**src/rtl/sorted_pq_pkg.sv**
```systemverilog
// Shared definitions for the sorted priority queue: key ordering and widths.
package sorted_pq_pkg;

    localparam int PQ_KEY_MAX_W = 64;

    // Strict ordering: equal keys never precede each other, which gives FIFO tie-break.
    function automatic logic precedes(input logic max_first,
                                      input logic [PQ_KEY_MAX_W-1:0] a,
                                      input logic [PQ_KEY_MAX_W-1:0] b);
        return max_first ? (a > b) : (a < b);
    endfunction

endpackage

```
**src/rtl/sorted_pq_slot.sv**
```systemverilog
// One queue slot: selects its next contents from hold, left, right or the new entry.
module sorted_pq_slot
    import sorted_pq_pkg::*;
#(
    parameter int SW    = 65,
    parameter bit FIRST = 1'b0
) (
    input  logic [SW-1:0] own,
    input  logic [SW-1:0] left,
    input  logic [SW-1:0] right,
    input  logic [SW-1:0] new_entry,
    input  logic          ins_self,
    input  logic          ins_prev,
    input  logic          ins_next,
    input  logic          enq_fire,
    input  logic          deq_fire,
    output logic [SW-1:0] nxt
);

    // ins is a thermometer (0..0 1..1), so neighbour flags locate this slot relative to p.
    always_comb begin
        nxt = own;
        unique case ({enq_fire, deq_fire})
            2'b10: begin
                if (ins_prev)
                    nxt = left;
                else if (ins_self)
                    nxt = new_entry;
            end
            2'b01: nxt = right;
            2'b11: begin
                if (!ins_next)
                    nxt = right;
                else if (!ins_self || FIRST)
                    nxt = new_entry;
            end
            default: ;
        endcase
    end

endmodule

```
**src/rtl/sorted_priority_queue.sv**
```systemverilog
// Fully sorted priority queue; best entry always in slot 0, single-cycle insert.
module sorted_priority_queue
    import sorted_pq_pkg::*;
#(
    parameter int DATA_WIDTH = 32,
    parameter int TAG_WIDTH  = 32,
    parameter int DEPTH      = 8,
    parameter bit MAX_FIRST  = 1'b0
) (
    input  logic                       clk_in,
    input  logic                       rst_in,
    input  logic                       flush,
    input  logic                       enq_valid,
    output logic                       enq_ready,
    input  logic [TAG_WIDTH-1:0]       enq_tag,
    input  logic [DATA_WIDTH-1:0]      enq_data,
    output logic                       out_valid,
    input  logic                       out_ready,
    output logic [TAG_WIDTH-1:0]       out_tag,
    output logic [DATA_WIDTH-1:0]      out_data,
    output logic [$clog2(DEPTH+1)-1:0] count,
    output logic                       full,
    output logic                       empty
);

    localparam int SW = 1 + TAG_WIDTH + DATA_WIDTH;
    localparam int CW = $clog2(DEPTH+1);

    typedef struct packed {
        logic                  valid;
        logic [TAG_WIDTH-1:0]  tag;
        logic [DATA_WIDTH-1:0] data;
    } slot_t;

    slot_t            slot_q  [DEPTH];
    slot_t            slot_d  [DEPTH];
    slot_t            left_q  [DEPTH];
    slot_t            right_q [DEPTH];
    slot_t            new_entry;
    logic [DEPTH-1:0] ins;
    logic [DEPTH-1:0] ins_prev;
    logic [DEPTH-1:0] ins_next;
    logic             enq_fire;
    logic             deq_fire;

    assign new_entry = '{valid: 1'b1, tag: enq_tag, data: enq_data};

    assign full      = (count == CW'(DEPTH));
    assign empty     = (count == '0);
    // Combinational path from out_ready: a full queue accepts when the head leaves.
    assign enq_ready = !full || out_ready;
    assign out_valid = slot_q[0].valid;
    assign out_tag   = slot_q[0].tag;
    assign out_data  = slot_q[0].data;
    assign enq_fire  = enq_valid && enq_ready;
    assign deq_fire  = out_valid && out_ready;

    for (genvar i = 0; i < DEPTH; i++) begin : g_slot
        assign ins[i] = !slot_q[i].valid ||
                        precedes(MAX_FIRST, PQ_KEY_MAX_W'(enq_tag), PQ_KEY_MAX_W'(slot_q[i].tag));

        if (i == 0) begin : g_left_edge
            assign left_q[i]   = '0;
            assign ins_prev[i] = 1'b0;
        end else begin : g_left
            assign left_q[i]   = slot_q[i-1];
            assign ins_prev[i] = ins[i-1];
        end

        // Beyond the last slot the queue behaves as an empty (always-insertable) slot.
        if (i == DEPTH-1) begin : g_right_edge
            assign right_q[i]  = '0;
            assign ins_next[i] = 1'b1;
        end else begin : g_right
            assign right_q[i]  = slot_q[i+1];
            assign ins_next[i] = ins[i+1];
        end

        sorted_pq_slot #(
            .SW    (SW),
            .FIRST (i == 0)
        ) u_slot (
            .own       (slot_q[i]),
            .left      (left_q[i]),
            .right     (right_q[i]),
            .new_entry (new_entry),
            .ins_self  (ins[i]),
            .ins_prev  (ins_prev[i]),
            .ins_next  (ins_next[i]),
            .enq_fire  (enq_fire),
            .deq_fire  (deq_fire),
            .nxt       (slot_d[i])
        );
    end

    always_ff @(posedge clk_in or posedge rst_in) begin
        if (rst_in) begin
            for (int i = 0; i < DEPTH; i++)
                slot_q[i] <= '0;
            count <= '0;
        end else if (flush) begin
            for (int i = 0; i < DEPTH; i++)
                slot_q[i] <= '0;
            count <= '0;
        end else begin
            for (int i = 0; i < DEPTH; i++)
                slot_q[i] <= slot_d[i];
            if (enq_fire && !deq_fire)
                count <= count + CW'(1);
            else if (deq_fire && !enq_fire)
                count <= count - CW'(1);
        end
    end

endmodule

```
**config.mk**
```make
export PLATFORM = sky130hd
export DESIGN_NAME = sorted_priority_queue
export DESIGN_NICKNAME = d
export VERILOG_FILES = /design/src/rtl/sorted_pq_pkg.sv /design/src/rtl/sorted_pq_slot.sv /design/src/rtl/sorted_priority_queue.sv
export SDC_FILE = /design/constraint.sdc
export NUM_CORES = 2
export LEC_CHECK = 0
export ABC_AREA = 1
export BUFFER_PORTS_ARGS = -buffer_cell sky130_fd_sc_hd__buf_2
export CAP_MARGIN = 20
export CORE_UTILIZATION = 35
export DETAILED_ROUTE_END_ITERATION = 8
export SYNTH_ARGS = -nofsm -noshare
export SYNTH_HDL_FRONTEND = slang
export SYNTH_SLANG_ARGS = --single-unit
```
**constraint.sdc**
```tcl
create_clock -name clk_in -period 33.4 [get_ports clk_in]
set_input_delay 1.67 -clock clk_in [delete_from_list [all_inputs] [get_ports clk_in]]
set_output_delay 1.67 -clock clk_in [all_outputs]
set_load 0.005 [all_outputs]
```
Word level (Yosys, flattened, before mapping)
Index checks and enable logic that the tools add are counted.
- register bits after elaboration: 524
- input bits: 69
- output and inout port bits: 72
- add/sub/neg operators: 2
- $lt $le $gt $ge: 8
- equal/unequal tests: 18
- muxes and demuxes: 40
- reduce and logical (&&, ||, !) cells: 35
- operator list (kind ; number):
    two-way mux 65 bit ; 28
    case mux 65 bit (3 select lines) ; 8
    two-way mux 520 bit ; 1
    less-than comparator 32 bit ; 8
    inequality test 4 x 2 -> 1 bit, second input constant ; 6
    inequality test 4 bit, second input constant ; 6
    AND reduction 3 bit ; 6
    two-way mux 4 bit ; 3
    logical NOT 1 bit ; 11
    logical OR 1 bit ; 9
    adder 4 x 1 -> 4 bit, second input constant ; 1
    == test 2 bit, second input constant ; 2
    == test 4 bit, second input constant ; 1
    logical AND 1 bit ; 4
    logical NOT 4 bit ; 1
    AND reduction 2 bit ; 2
    nonzero test 4 bit ; 1
    subtractor 4 x 1 -> 4 bit, second input constant ; 1
    inequality test 3 x 2 -> 1 bit, second input constant ; 1
    inequality test 3 bit, second input constant ; 1
    nonzero test 3 bit ; 1
    == test 2 x 1 -> 1 bit, second input constant ; 1

Longest topological paths before layout
- depth in word-level cells: 9
- gate-level depth with buffers: 23

Hierarchy
A second synthesis with hierarchy kept.
- cell total of the unflattened synthesis: 11215
- area total of the unflattened synthesis: 60535.6 µm²
- by module, submodules not included (module ; times used ; cells an instance ; area an instance (µm²) ; sequential area each (µm²)):
    sorted_pq_slot (g_slot[1].u_slot ...) ; 7 ; 1067 ; 4568.1 ; 0.0
    sorted_priority_queue ; 1 ; 2756 ; 24430.9 ; 13112.6
    sorted_pq_slot (g_slot[0].u_slot) ; 1 ; 990 ; 4127.7 ; 0.0

Worst setup path before layout
OpenSTA, ideal clock, no wires.
- path kind: input-to-reg
- start: input port enq_tag[25]
- end: register slot_q (netlist bit right_q[104])
- library setup time: 118 ps
- data arrival time: 3373 ps
- slack: 29909 ps
- cell stages on the path: 15
- path through: ha_1 a21oi_1 o21ai_0 nand2_1 o211ai_1 a21oi_1 nand2_1 nand2_1 nor2_1 nor2_1 inv_2 buf_2 buf_6 nand2_1 nand2_1
- cells in the longest elaborated chain, start to end: 5
- elaborated cells on any way between the ends: 10
- RTL lines (what ; RTL line ; source):
    from (decl) ; sorted_priority_queue.sv:15 ; input logic [TAG_WIDTH-1:0] enq_tag,
    less-than comparator 32 bit ; sorted_pq_pkg.sv:10 ; return max_first ? (a > b) : (a < b);
    logical OR 1 bit ; sorted_priority_queue.sv:59 ; assign ins[i] = !slot_q[i].valid ||
    two-way mux 65 bit ; sorted_pq_slot.sv:25 ; if (ins_prev)
    case mux 65 bit (3 select lines) ; sorted_pq_slot.sv:23 ; unique case ({enq_fire, deq_fire})
    two-way mux 520 bit ; sorted_priority_queue.sv:101 ; end else if (flush) begin
    to (signal, indexed assignment) ; sorted_priority_queue.sv:107 ; slot_q[i] <= slot_d[i];
    to (decl) ; sorted_priority_queue.sv:35 ; slot_t slot_q [DEPTH];
Several ways; a longest one is shown, not always the timed one.
A chain may end at the register's enable or synchronous reset.

Worst setup path in the final report
- start: input port enq_tag[19]
- end: register slot_q (netlist bit left_q[86])
- cells in the longest elaborated chain, start to end: 5
- elaborated cells on any way between the ends: 13
- RTL lines (what ; RTL line):
    less-than comparator 32 bit ; sorted_pq_pkg.sv:10
    logical OR 1 bit ; sorted_priority_queue.sv:59
    two-way mux 65 bit, on equally long branches ; sorted_pq_slot.sv:32, sorted_pq_slot.sv:25
    case mux 65 bit (3 select lines) ; sorted_pq_slot.sv:23
    two-way mux 520 bit ; sorted_priority_queue.sv:101
Several ways; a longest one is shown, not always the timed one.

==> impl_results.md <==
- Peak supply drop: 0.0000488 V
- Vias per Instance: 5.64
- H-tree depth: 3
- Total track usage: 28.8%
- DP Worst Slack: 26170 ps
- Post-Syn Nets: 8925
- Gr ovfl total: 0
- CP arrival: 7110 ps
- Overall power: 2.79 mW
- First-pass DRT Iterations: 7
- Clock transition at path regs: 60 ps
- Die area: 0.142 mm^2
- Routed WL per cell: 20.6 um
- Area delta synth->final: 7.29%
- Crit path cell chain: buf_2 > ha_1 > nand2_1 > o21ai_0 > nand2_1 > a21oi_1 > nor2_1 > nand2_4 > nand2_4 > buf_4 > nand3_1 > nand2_1 > nor2_4 > buf_4 > nand2_1 > nand2_1
- Clock Skew: 35.5 ps
- Comb pwr share: 39.1%
- Rel. slew slack: 19.7%
- Final period util: 19.5%
- Worst Max-Slew Pin Slew: 1200 ps
- Max cap viols: 0
- Fin crit period: 6510 ps
- CP most frequent cell: nand2_1
- ANT nets after route: 0
- Final setup viols: 0
- WP data required: 34000 ps
- Pwr/cell area: 52.8 mW/mm^2
- Critical Path Max Stage Delay: 870 ps
- Met3 Use GR: 4.97%
- Cells after Synth: 8605
- CTS root buffer: clkbuf_16
- Pin count of the biggest net entering global routing: 153
- Vias: 57600
- Sequential share of the synthesized area: 26.6%
- I/O pin count: 141
- Number of synthesized flops with an enable pin: 0
- Max Slew Vio Count: 0
- Post-DP HPWL: 119 mm
- Clock buffer depth: 3
- Most Used Layer, Global Route: met2
- Hold Buf Count CTS: 0
- CTS resizes: 0
- DRT Wirelength: 210 mm
- Setup repair after global routing missed its margin: false
- Vias in the first global route: 54300
- Hold WC Path Type: register to register
- Initial antenna violation count: 11
- Sequential power share: 31.6%
- Clock power share: 29.3%
- Drt first-iter violations: 7153
- Post-synthesis cell type count: 42
- Buf/Inv on CP: 3
- Max FO, Critical Path: 46
- Die width: 377 um
- GP Congestion: 0.890
- Slowest cell on the critical path: nor2_4
- Proportion of layout cells with a drive suffix above 1: 4.75%
- Setup Buffers After CTS: 0
- Met2 GRT Util: 46.7%
- Num rows: 137
- Worst Setup Path Type: input pin to register
- Initial core utilization: 35.3%
- Internal power: 1.53 mW
- Port Buffers: 140
- Mapped Area: 0.0493 mm^2
- Post-DP Area: 0.0504 mm^2
- Multi-input logic area: 0.0318 mm^2
- TritonCTS clock tree: built
- Filler cells: 15100
- Yosys reg bits: 524
- Syn Area/Cell: 5.73 um^2
- Fmax: 0.154 GHz
- Core Footprint: 0.140 mm^2
- Ys async rst share: 100%
- Met1 usage: 37.3%
- Setup TNS: 0 ps
- Synth Flop Type: dfrtp_1
- Final hold vios: 0
- Sequential cell area: 0.0131 mm^2
- Worst setup EP type: register
- First-pass GRT wire length: 323 mm
- Psw: 1.27 mW
- Final net count: 8594
- TritonCTS buffer count: 73
- Post-Layout Inst Area: 0.0529 mm^2
- Switching part of the total: 45.3%
- Die Ht: 377 um
- CP delay by family, top: simple AND/OR/NAND/NOR gates
- Yosys warns: 0
- CP startpoint kind: input pin
- Status: finished, final reports clean
- Clock latency on the worst-skew pair: 670 ps
- Final WS setup: 26890 ps
- Leakage: 26.6 nW
- # DRC: 0
- # clock sinks: 524
[tightest hold or removal path, stage by stage (launching register included)]
cell,delay (ps)
dfrtp_1,360
nand2_1,60
nand2_1,60
[path summary, 6_finish.rpt]
| path | start | to | slack, ps | cells after the start |
|---|---|---|---|---|
| setup / recovery | enq_tag[19] | left_q[86] | 26890 | 16 |
| hold / removal | left_q[17] | left_q[17] | 500 | 2 |
| setup reg to reg | left_q[116] | left_q[86] | 27650 | 16 |
| hold reg to reg | left_q[17] | left_q[17] | 500 | 2 |
| max in group asynchronous | rst_in | right_q[109] | 29160 | 5 |
| min in group asynchronous | rst_in | left_q[321] | 1120 | 2 |
[area by class of cell]
type | count | share of cell area, %
well taps | 1876 | 4.44
clock inverters | 18 | 0.341
clock buffers | 113 | 4.18
repair buffers | 230 | 2.80
diodes | 3 | 0.0142
inverters | 453 | 3.25
multi-input cells | 6992 | 60.1
flip-flops and latches | 524 | 24.8
[kinds of logic (layout without fill, tap and decap cells)]
group | count (synthesis) | in the layout | synth area share (%)
buf+inv | 1089 | 814 | 9.38
flops | 524 | 524 | 26.6
xor+xnor | 3 | 3 | 0.0533
compound gates | 671 | 671 | 7.46
other cells | 0 | 3 | 0
simple gates | 6067 | 6067 | 50.1
fa+ha+maj | 251 | 251 | 6.38
[sequential cells by signal, indices dropped and copies added (netlist names)]
name and count:
count 4, left_q 390, out_data 32, out_tag 32
out_valid 1, right_q 65
[synth_stat cells (all sizes together) (2+ instances only)]
cell type / number / area, um^2
nand2: 3379 / 12700
nand3: 1438 / 7210
nor2: 1210 / 4570
dfrtp: 524 / 13100
a21oi: 476 / 2390
inv: 388 / 1460
clkbuf: 348 / 1310
buf: 288 / 1620
ha: 250 / 3130
o21ai: 102 / 514
clkinv: 65 / 244
a221oi: 64 / 561
nand4: 21 / 131
nor3: 12 / 65.1
o211ai: 8 / 60.1
o21a: 6 / 45.0
a31oi: 5 / 31.3
nor4: 5 / 31.3
o221ai: 4 / 35.0
a21o: 2 / 15.0
nand3b: 2 / 15.0
xor2: 2 / 17.5
[cell usage in the layout, fill, tap and decap left out, types with 3 or more instances in the layout]
master     instances
bufinv_16          3
nor2_1          1201
buf_2            139
ha_1             250
inv_2              8
clkbuf_8          17
o21ai_0           48
dfrtp_1          517
nand2_1         3363
clkinv_2          13
o221ai_1           4
nor2_4             9
o21ai_1           53
inv_1            378
nand3_4            7
a221oi_1          64
clkinv_1          63
nand4_1           21
o21a_1             6
dfrtp_4            7
nor3_1            11
diode_2            3
clkbuf_16         76
nand2_4           14
a21oi_1          475
nand3_1         1430
a31oi_1            5
clkbuf_1          20
nor4_1             5
buf_4             83
buf_12             6
o211ai_1           8
[layer usage]
| metal | vias up | wire length [um] |
|---|---|---|
| met5 | - | 86 |
| met2 | 3225 | 94600 |
| met4 | 14 | 7980 |
| met3 | 517 | 21000 |
| met1 | 27000 | 86200 |
| li1 | 26900 | - |
[through the flow]
stage | hold WS, ps | std cells | util (%)
after detailed placement | 487 | 10100 | 36.1
after floorplan | 471 | 8605 | -
final | 501 | 10200 | 37.9
after global routing | 513 | 10200 | 37.9
after CTS | 504 | 10200 | 37.8
after global placement | 485 | 10100 | 36.1
[power groups by stage]
stage / logic [mW] / clock network (mW) / registers [mW]
final: 1.09 / 0.819 / 0.884
after global routing: 1.21 / 0.847 / 0.898
after CTS: 1.07 / 0.827 / 0.882
after detailed placement: 1.06 / 0 / 0.892
after global placement: 1.05 / 0 / 0.890
after floorplan: 0.759 / 0 / 0.835
(Power assumes the default switching activity.)
